`src/rtl/encryptor_seq_pkg.sv`:
```
// Shared types, default sizing and width helpers for the encryptor sequencer.
package encryptor_seq_pkg;

    typedef enum logic [1:0] {
        ST_IDLE,
        ST_ISSUE,
        ST_DRAIN,
        ST_DONE
    } seq_state_e;

    // Counter/pointer width for a range of n values (never narrower than 1 bit).
    function automatic int cnt_w(input int n);
        return (n > 1) ? $clog2(n) : 1;
    endfunction

    localparam int DEF_REGISTER_SIZE = 32;
    localparam int DEF_IN_BLOCKS     = 128;
    localparam int DEF_CONST_BLOCKS  = 256;
    localparam int DEF_RED_BLOCKS    = 128;
    localparam int DEF_NUM_REQ       = 2;
    localparam int DEF_READ_LATENCY  = 2;
    localparam int DEF_TIMEOUT       = 65536;

    localparam int EXP_ADDR_W   = cnt_w(DEF_IN_BLOCKS);
    localparam int CONST_ADDR_W = cnt_w(DEF_CONST_BLOCKS);
    localparam int REQ_ID_W     = cnt_w(DEF_NUM_REQ);
    localparam int TIMEOUT_W    = cnt_w(DEF_TIMEOUT);

endpackage

```
`src/rtl/rr_arbiter.sv`:
```
// Round-robin arbiter: searches the request vector starting just after the last grant.
module rr_arbiter #(
    parameter int NUM_REQ = 2,
    parameter int ID_W    = 1
) (
    input  logic [NUM_REQ-1:0] req_in,
    input  logic [ID_W-1:0]    last_grant_in,
    output logic [NUM_REQ-1:0] grant_out,
    output logic [ID_W-1:0]    grant_id_out
);

    logic [ID_W-1:0] sel;
    logic            found;

    always_comb begin
        grant_out    = '0;
        grant_id_out = '0;
        found        = 1'b0;
        sel          = '0;
        for (int i = 1; i <= NUM_REQ; i++) begin
            sel = ID_W'((int'(last_grant_in) + i) % NUM_REQ);
            if (!found && req_in[sel]) begin
                found          = 1'b1;
                grant_out[sel] = 1'b1;
                grant_id_out   = sel;
            end
        end
    end

endmodule

```
`src/rtl/encryptor_sequencer.sv`:
```
// Time-shares one candidate_encryptor between NUM_REQ requesters: arbitration,
// exponentiator streaming, constant-ROM pointer stepping and completion detection.
module encryptor_sequencer
    import encryptor_seq_pkg::*;
#(
    parameter int REGISTER_SIZE = DEF_REGISTER_SIZE,
    parameter int IN_BLOCKS     = DEF_IN_BLOCKS,
    parameter int CONST_BLOCKS  = DEF_CONST_BLOCKS,
    parameter int RED_BLOCKS    = DEF_RED_BLOCKS,
    parameter int NUM_REQ       = DEF_NUM_REQ,
    parameter int READ_LATENCY  = DEF_READ_LATENCY,
    parameter int TIMEOUT       = DEF_TIMEOUT,
    localparam int EXP_W        = cnt_w(IN_BLOCKS),
    localparam int CA_W         = cnt_w(CONST_BLOCKS),
    localparam int ID_W         = cnt_w(NUM_REQ)
) (
    input  logic               clk_in,
    input  logic               rst_n_in,
    input  logic [NUM_REQ-1:0] req_valid_in,
    input  logic [NUM_REQ-1:0] req_candidate_in,
    output logic [NUM_REQ-1:0] req_ready_out,
    output logic [EXP_W-1:0]   exp_addr_out,
    output logic               enc_valid_out,
    output logic               enc_candidate_out,
    input  logic               enc_consumed_k_in,
    input  logic               enc_consumed_n_squared_in,
    output logic [CA_W-1:0]    k_addr_out,
    output logic [CA_W-1:0]    n_squared_addr_out,
    input  logic               enc_valid_in,
    output logic               out_last_out,
    output logic               done_out,
    output logic [ID_W-1:0]    done_id_out,
    output logic               busy_out,
    output logic               timeout_out
);

    localparam int CNT_W = cnt_w((IN_BLOCKS > RED_BLOCKS) ? IN_BLOCKS : RED_BLOCKS);
    localparam int WD_W  = cnt_w(TIMEOUT);

    if (REGISTER_SIZE < 1 || READ_LATENCY < 1 || TIMEOUT < 1) begin : g_param_check
        $error("encryptor_sequencer: REGISTER_SIZE, READ_LATENCY and TIMEOUT must be positive");
    end

    seq_state_e              state_q, state_d;
    logic                    cand_q, cand_d;
    logic [ID_W-1:0]         id_q, id_d;
    logic [ID_W-1:0]         last_grant_q, last_grant_d;
    logic [EXP_W-1:0]        exp_addr_q, exp_addr_d;
    logic [CA_W-1:0]         k_addr_q, k_addr_d;
    logic [CA_W-1:0]         n_addr_q, n_addr_d;
    logic [CNT_W-1:0]        out_cnt_q, out_cnt_d;
    logic [WD_W-1:0]         wd_q, wd_d;
    logic [READ_LATENCY-1:0] sr_q, sr_d;
    logic                    timeout_q, timeout_d;

    logic [NUM_REQ-1:0] grant;
    logic [ID_W-1:0]    grant_id;
    logic               handshake;
    logic               active;
    logic               last_blk;
    logic [CNT_W-1:0]   target_m1;

    rr_arbiter #(
        .NUM_REQ (NUM_REQ),
        .ID_W    (ID_W)
    ) u_arb (
        .req_in        (req_valid_in),
        .last_grant_in (last_grant_q),
        .grant_out     (grant),
        .grant_id_out  (grant_id)
    );

    // Grants are withheld while reset is asserted so no handshake can slip through it.
    assign req_ready_out = (state_q == ST_IDLE && rst_n_in) ? grant : '0;
    assign handshake     = |(req_valid_in & req_ready_out);
    assign active        = (state_q == ST_ISSUE) || (state_q == ST_DRAIN);
    assign target_m1     = cand_q ? CNT_W'(RED_BLOCKS - 1) : CNT_W'(IN_BLOCKS - 1);
    assign last_blk      = active && enc_valid_in && (out_cnt_q == target_m1);

    always_comb begin
        state_d      = state_q;
        cand_d       = cand_q;
        id_d         = id_q;
        last_grant_d = last_grant_q;
        exp_addr_d   = exp_addr_q;
        k_addr_d     = k_addr_q;
        n_addr_d     = n_addr_q;
        out_cnt_d    = out_cnt_q;
        wd_d         = wd_q;
        timeout_d    = 1'b0;
        sr_d         = sr_q << 1;
        sr_d[0]      = (state_q == ST_ISSUE);

        if (active) begin
            if (enc_consumed_k_in) begin
                k_addr_d = (k_addr_q == CA_W'(CONST_BLOCKS - 1)) ? '0 : k_addr_q + 1'b1;
            end
            if (enc_consumed_n_squared_in) begin
                n_addr_d = (n_addr_q == CA_W'(CONST_BLOCKS - 1)) ? '0 : n_addr_q + 1'b1;
            end
            if (enc_valid_in && !last_blk) begin
                out_cnt_d = out_cnt_q + 1'b1;
            end
        end

        unique case (state_q)
            ST_IDLE: begin
                if (handshake) begin
                    cand_d     = req_candidate_in[grant_id];
                    id_d       = grant_id;
                    exp_addr_d = '0;
                    k_addr_d   = '0;
                    n_addr_d   = '0;
                    out_cnt_d  = '0;
                    wd_d       = '0;
                    state_d    = ST_ISSUE;
                end
            end
            ST_ISSUE: begin
                // Passthrough results can complete the job before issuing finishes.
                if (last_blk) begin
                    state_d = ST_DONE;
                end else if (exp_addr_q == EXP_W'(IN_BLOCKS - 1)) begin
                    state_d = ST_DRAIN;
                end else begin
                    exp_addr_d = exp_addr_q + 1'b1;
                end
            end
            ST_DRAIN: begin
                if (last_blk) begin
                    state_d = ST_DONE;
                end else if (wd_q == WD_W'(TIMEOUT - 1)) begin
                    timeout_d    = 1'b1;
                    sr_d         = '0;
                    last_grant_d = id_q;
                    state_d      = ST_IDLE;
                end else begin
                    wd_d = wd_q + 1'b1;
                end
            end
            ST_DONE: begin
                last_grant_d = id_q;
                state_d      = ST_IDLE;
            end
            default: state_d = ST_IDLE;
        endcase
    end

    always_ff @(posedge clk_in) begin
        if (!rst_n_in) begin
            state_q      <= ST_IDLE;
            cand_q       <= 1'b0;
            id_q         <= '0;
            last_grant_q <= ID_W'(NUM_REQ - 1);
            exp_addr_q   <= '0;
            k_addr_q     <= '0;
            n_addr_q     <= '0;
            out_cnt_q    <= '0;
            wd_q         <= '0;
            sr_q         <= '0;
            timeout_q    <= 1'b0;
        end else begin
            state_q      <= state_d;
            cand_q       <= cand_d;
            id_q         <= id_d;
            last_grant_q <= last_grant_d;
            exp_addr_q   <= exp_addr_d;
            k_addr_q     <= k_addr_d;
            n_addr_q     <= n_addr_d;
            out_cnt_q    <= out_cnt_d;
            wd_q         <= wd_d;
            sr_q         <= sr_d;
            timeout_q    <= timeout_d;
        end
    end

    assign exp_addr_out       = exp_addr_q;
    assign enc_valid_out      = sr_q[READ_LATENCY-1];
    assign enc_candidate_out  = cand_q;
    assign k_addr_out         = k_addr_q;
    assign n_squared_addr_out = n_addr_q;
    assign out_last_out       = last_blk;
    assign done_out           = (state_q == ST_DONE);
    assign done_id_out        = (state_q == ST_DONE) ? id_q : '0;
    assign busy_out           = (state_q != ST_IDLE);
    assign timeout_out        = timeout_q;

endmodule

```
`config.mk`:
```
export PLATFORM = sky130hd
export DESIGN_NAME = encryptor_sequencer
export DESIGN_NICKNAME = d
export VERILOG_FILES = /design/src/rtl/encryptor_seq_pkg.sv /design/src/rtl/rr_arbiter.sv /design/src/rtl/encryptor_sequencer.sv
export SDC_FILE = /design/constraint.sdc
export NUM_CORES = 1
export LEC_CHECK = 0
export BUFFER_PORTS_ARGS = -buffer_cell sky130_fd_sc_hd__buf_2
export CORE_MARGIN = 2
export CORE_UTILIZATION = 42
export DETAILED_ROUTE_END_ITERATION = 8
export GPL_ROUTABILITY_DRIVEN = 0
export GPL_TIMING_DRIVEN = 0
export SYNTH_ARGS = -nofsm -noshare
export SYNTH_HDL_FRONTEND = slang
export SYNTH_SLANG_ARGS = --single-unit
```
`constraint.sdc`:
```
create_clock -name clk_in -period 1.9 [get_ports clk_in]
set_input_delay 0.095 -clock clk_in [delete_from_list [all_inputs] [get_ports clk_in]]
set_output_delay 0.095 -clock clk_in [all_outputs]
set_load 0.02 [all_outputs]
```
Word level (Yosys, flattened, before mapping) --
Cells that the tools add are included.
Storage, ports and cells: output and inout bits 32, input bits 9, register bits 54, word-level logic and storage cells 117
Cells by class: order comparisons 5, eq/ne operators 16, add/subtract/negate cells 7, reduce and logical (&&, ||, !) cells 22, muxes and demuxes 52, bitwise gates (word level) 4
Operators with widths (count):
- 8-bit two-way mux | 10
- 7-bit two-way mux | 7
- 16-bit two-way mux | 3
- 16-bit case mux with 2 select lines | 1
- 2-bit two-way mux | 11
- 16-bit by 1-bit adder with 16-bit output (second input constant) | 1
- 8-bit by 1-bit adder with 8-bit output (second input constant) | 2
- 16-bit equality test (second input constant) | 1
- 8-bit equality test (second input constant) | 2
- 1-bit two-way mux | 15
- 7-bit by 1-bit adder with 7-bit output (second input constant) | 2
- 7-bit equality test (second input constant) | 2
- 7-bit case mux with 2 select lines | 1
- 2-bit inequality test (second input constant) | 5
- 2-bit case mux with 4 select lines | 1
- 4-bit AND reduction | 2
- 2-bit nonzero test | 4
- 1-bit logical AND | 7
- 1-bit by 2-bit < comparator with 1-bit output (second input constant) | 3
- 3-bit by 2-bit inequality test with 1-bit output (second input constant) | 2
- 3-bit AND reduction | 2
- 2-bit equality test (second input constant) | 2
- 3-bit OR reduction | 1
- 1-bit adder (second input constant) | 2
- other kinds (13) | 17

Depth between registers and ports, before layout --
depth in word-level cells 13, depth in mapped cells 9, gate-level depth less buffers 8

Cells and area by module --
Synthesis repeated with hierarchy kept, for this count alone.
Unflattened totals: cell total of the unflattened synthesis 314, area total of the unflattened synthesis 2643.8 µm²
By module, submodules not included:
- encryptor_sequencer | sequential area each 1081.0 µm², instances 1, cells each 310, area an instance 2617.5 µm²
- rr_arbiter | sequential area each 0.0 µm², instances 1, cells each 4, area an instance 26.3 µm²

Worst setup path before layout --
Ideal clock, no wire load.
path kind reg-to-reg, start point reg state_q[0], end point reg wd_q[11], setup time 0.072 ns, path slack -0.200 ns, arrival 2.028 ns, clock period less this slack 2.100 ns, buffers on the path 1, cell stages (with the launch flop) 10, path through dfxtp_1 > inv_1 > ha_1 > nand2_1 > or3_4 > clkinv_1 > a211o_4 > buf_8 > a21oi_2 > mux2i_1
RTL lines:
- from (decl) | RTL line encryptor_sequencer.sv:44 | seq_state_e state_q, state_d;
- from (signal assigned) | RTL line encryptor_sequencer.sv:163 | state_q <= state_d;
- 2-bit by 1-bit equality test with 1-bit output / 2-bit equality test (equally long branches) | RTL line encryptor_sequencer.sv:76 | assign active = (state_q == ST_ISSUE) || (state_q == ST_DRAIN);
- 1-bit logical OR (*) | RTL line encryptor_sequencer.sv:76
- 1-bit logical AND (*) (2 in a row) | RTL line encryptor_sequencer.sv:78 | assign last_blk = active && enc_valid_in && (out_cnt_q == target_m1);
- net out_last_out | RTL line encryptor_sequencer.sv:30 | output logic out_last_out,
- 2-bit inequality test (no line) (*)
- 4-bit AND reduction (no line) (*)
- to (signal assigned) | RTL line encryptor_sequencer.sv:171 | wd_q <= wd_d;
- to (decl) | RTL line encryptor_sequencer.sv:52 | logic [WD_W-1:0] wd_q, wd_d;
The timed path passes the listed nets; every way through them passes the cells marked *. A chain may end at the register's enable or synchronous reset.

Final worst setup path --
start point reg state_q[1], end point reg exp_addr_q[6], in the netlist exp_addr_out[6]
On the way: word-level cells in the longest chain between the ends 7
Ends and longest elaborated chain:
- 2-bit zero test | RTL line encryptor_sequencer.sv:74, encryptor_sequencer.sv:106
- 1-bit logical AND | RTL line encryptor_sequencer.sv:74 | assign req_ready_out = (state_q == ST_IDLE && rst_n_in) ? grant : '0;
- 2-bit two-way mux | RTL line encryptor_sequencer.sv:74
- 2-bit AND | RTL line encryptor_sequencer.sv:75 | assign handshake = |(req_valid_in & req_ready_out);
- 2-bit OR reduction | RTL line encryptor_sequencer.sv:75
- 2-bit inequality test (no line)
- 4-bit AND reduction (no line)
- to (signal assigned) | RTL line encryptor_sequencer.sv:167 | exp_addr_q <= exp_addr_d;
- to (decl) | RTL line encryptor_sequencer.sv:48 | logic [EXP_W-1:0] exp_addr_q, exp_addr_d;
Parallel ways exist; a longest one is shown, timed or not.

==> key figures <==
Status
  • Outcome: finished, violations left
  • Failing checks: negative setup slack

Place
  • Input/output buffers: 40
  • Placed Area: 3129 µm²
  • Post-DP HPWL: 4427 µm

Layout
  • Utilization after layout: 0.5554
  • Fill cell count: ~600
  • N_diodes: 0
  • Layout Nets: 407
  • Layout cells sized above 1: 0.3059
  • Post-route cell area: 3567 µm²
  • Area grow syn2layout: 26.77%

Timing
  • Tcrit/Tclk final: 1.021
  • Final hold viol count: 0
  • RSZ-0062 raised after global routing: yes
  • Slew Viols, Final: 0
  • Clock skew: a little under 0.004 ns
  • Endpoints failing setup: 6
  • Minimum clock period: 1.939 ns
  • Maximum clock frequency: 515.6 MHz
  • Worst relative slew slack: 0.5902
  • Fin Hold WS: 0.09972 ns
  • Post-route setup TNS: -0.08639 ns
  • Final worst setup slack: -0.03934 ns
  • Worst-margin pin slew: ~0.61 ns

Yosys
  • Avg Synthesized Cell Area: 8.632 µm²
  • Fraction of the mapped netlist area in simple logic gates: 0.2726
  • Cell area after synthesis: 2814 µm²
  • #FFs+latches synth: 54
  • Post-synth ARST share: 0
  • Compound-Gate Fraction of Synth Area: 0.1396
  • Most frequent cell after synthesis: dfxtp_1
  • Synth Instances: around 330
  • Dominant synthesized flop cell: dfxtp_1
  • Mux cell area share after synthesis: 0.06759
  • EDFF count, synth: 0
  • Synth Area in XOR/XNOR: 0.05291
  • YS warnings: 0
  • Syn_nets: 345
  • Yosys cell types: 47
  • Sequential share of the synthesized area: 0.3842
  • Top post-synthesis cells by count: dfxtp_1, nand2_1, nor2_1, or3_1
  • Largest family of logic cells by synthesized area: simple AND/OR/NAND/NOR gates
  • Post-Synth Adder-Cell Area: 0.04446
  • Top-area cell type share of the netlist area: 0.3842
  • Synth area leaders: dfxtp_1, mux2i_1, nand2_1
  • Synth area leader: dfxtp_1

Critical path
  • Slowest-stage cell, CP: or3_4
  • CP max FO: 5
  • WP data arrival: 2.15 ns
  • FF-to-FF path depth: 9
  • Critical path class: reg -> reg
  • Cell count along the critical path: 9
  • Top delay family on crit path: simple AND/OR/NAND/NOR gates
  • Crit path top cell by count: buf_6
  • Worst path bufs/invs: 3
  • CP max stage delay: approximately 0.43 ns
  • Crit path required time: ~2.1 ns
  • Critical-path cell list: inv_4 -> ha_4 -> nand2_2 -> or3_4 -> buf_6 -> a21boi_4 -> buf_6 -> nor3_1 -> o21a_1
  • Crit path capture type: flop
  • Crit start category: flop

Drt
  • Post-DRT Antenna Nets: 0
  • Iteration-0 DRC Markers: about 180
  • Final wirelength: ~6400 µm
  • Length of the first detailed-routing pass in iterations: 6
  • Via-per-instance ratio: 5.313
  • Vias after detailed routing: 2476
  • Residual DRC: 0
  • Wire per inst: around 14 µm

GRT
  • Pin count of the biggest net entering global routing: 18
  • First-pass GRT wire length: 10880 µm
  • Antenna violations before repair: 0
  • Overflow after GRT: 0
  • GRT Overall Usage: 0.1815
  • Vias in the first global route: 2321

Pwr
  • Total power: 0.003460 W
  • Worst VDD drop: ~530 µV
  • Leakage: 1.369 nW
  • Power density over cell area: about 970 nW/µm²

Floorplanning
  • Chip Width: approximately 86 µm
  • Initial Utilization: 0.4381
  • CORE AREA: between 6000 and 7000 µm²
  • Ports: 41
  • Die H: ~86 µm
  • Site Rows: 29
  • Area of the die: 7370 µm²

Job
  • Max Cap Viol: 0

CTS
  • Clock root buffer master: clkbuf_8
  • Htree depth: 2
  • Largest buffer count on any clock path: 2
  • Clk sinks: 54
  • CTS tree: yes
  • Cts bufs inserted: 5
  • Clock-pin slew on the worst setup and hold paths: 0.10 ns
  • Later-pin clock latency in the skew report: between 0.3 and 0.4 ns

Hold path
  • WHS Path Cells: 3
  • Class of the tightest hold or removal check: in -> reg
per-stage QoR:
stage / setup WS (ns) / cells
detailed placement: -0.2374 / 443
finish: -0.03934 / 466
floorplan: 0.0009937 / 326
global placement: -0.2135 / 443
CTS: -0.05810 / 459
global route: -0.1075 / 466
cell type report:
| type | instances | area, µm² | area share |
|---|---|---|---|
| Buffer | 11 | 78.83 | 0.02210 |
| Clock buffer | 6 | 82.58 | 0.02315 |
| Clock inverter | 2 | 16.27 | 0.004560 |
| Inverter | 10 | 47.55 | 0.01333 |
| Multi-Input combinational cell | 249 | 1790 | 0.5019 |
| Sequential cell | 54 | 1092 | 0.3062 |
| Tap cell | 77 | 96.34 | 0.02701 |
| Timing Repair Buffer | 57 | 362.8 | 0.1017 |
cells in the final DEF, fill, tap and decap left out, types with 3 or more instances in the layout:
master and count:
a21boi_0 3, a21oi_1 13, a21oi_2 7, a21oi_4 6, and2_1 3, and3_1 4, and4_1 5, buf_2 41
buf_4 13, buf_6 4, clkbuf_1 5, clkbuf_8 6, dfxtp_1 47, dfxtp_2 6, ha_1 5, ha_4 3
inv_1 7, mux2i_1 19, nand2_1 39, nand3_1 19, nand4_1 14, nor2_1 27, o21ai_0 6, o31ai_1 3
or3_1 20, xnor2_1 8, xor2_1 9
final timing paths:
check	slack, ns	endpoint	startpoint
max	-0.04	exp_addr_out[6]$_SDFFE_PN0P_	state_q[1]$_SDFFE_PN0P_
min	0.1	n_squared_addr_out[1]$_SDFF_PN0_	enc_consumed_n_squared_in
max reg2reg	-0.04	exp_addr_out[6]$_SDFFE_PN0P_	state_q[1]$_SDFFE_PN0P_
min reg2reg	0.47	sr_q[1]$_SDFF_PN0_	sr_q[0]$_SDFF_PN0_
flip-flops by register name, summed over array words and instances (netlist names):
register,flops
wd_q,16
k_addr_out,8
n_squared_addr_out,8
exp_addr_out,7
out_cnt_q,7
sr_q,2
state_q,2
enc_candidate_out,1
id_q,1
last_grant_q,1
timeout_out,1
kinds of logic after synthesis:
| logic type | count (synthesis) |
|---|---|
| compound gates | 54 |
| mux | 19 |
| simple gates | 149 |
| flops | 54 |
| xor+xnor | 17 |
| buf+inv | 23 |
| fa+ha+maj | 10 |
report_power, final:
part / switching, W / total, W / internal (W) / leakage [nW]
clock: 0.000395 / 0.000696 / 0.000301 / 0.0478
sequential: 0.0000614 / 0.00127 / 0.00120 / 0.440
combinational: 0.000869 / 0.00150 / 0.000630 / 0.881
worst reg2reg max path, cell delays in order (launching register included):
cell	delay, ns
dfxtp_2	0.36
inv_4	0.05
ha_4	0.26
nand2_2	0.04
or3_4	0.43
buf_6	0.14
a21boi_4	0.18
buf_6	0.14
nor3_1	0.05
o21a_1	0.17
what timing repair did:
item,CTS,global route
gates cloned,1,1
pin swaps,6,12
hold buffers,0,0
resized for setup,25,28
setup endpoints to repair,33,32
endpoints found under the hold margin,0,0
setup buffers,9,6
metal layers:
layer  vias to the layer above  global-route usage  wire, µm
met5                         -                   0         0
met4                         0             0.04762        58
met1                      1147              0.2642      3196
li1                       1283                   -         -
met3                         5             0.03272       232
met2                        41              0.2770      2879
(Power assumes the default switching activity.)
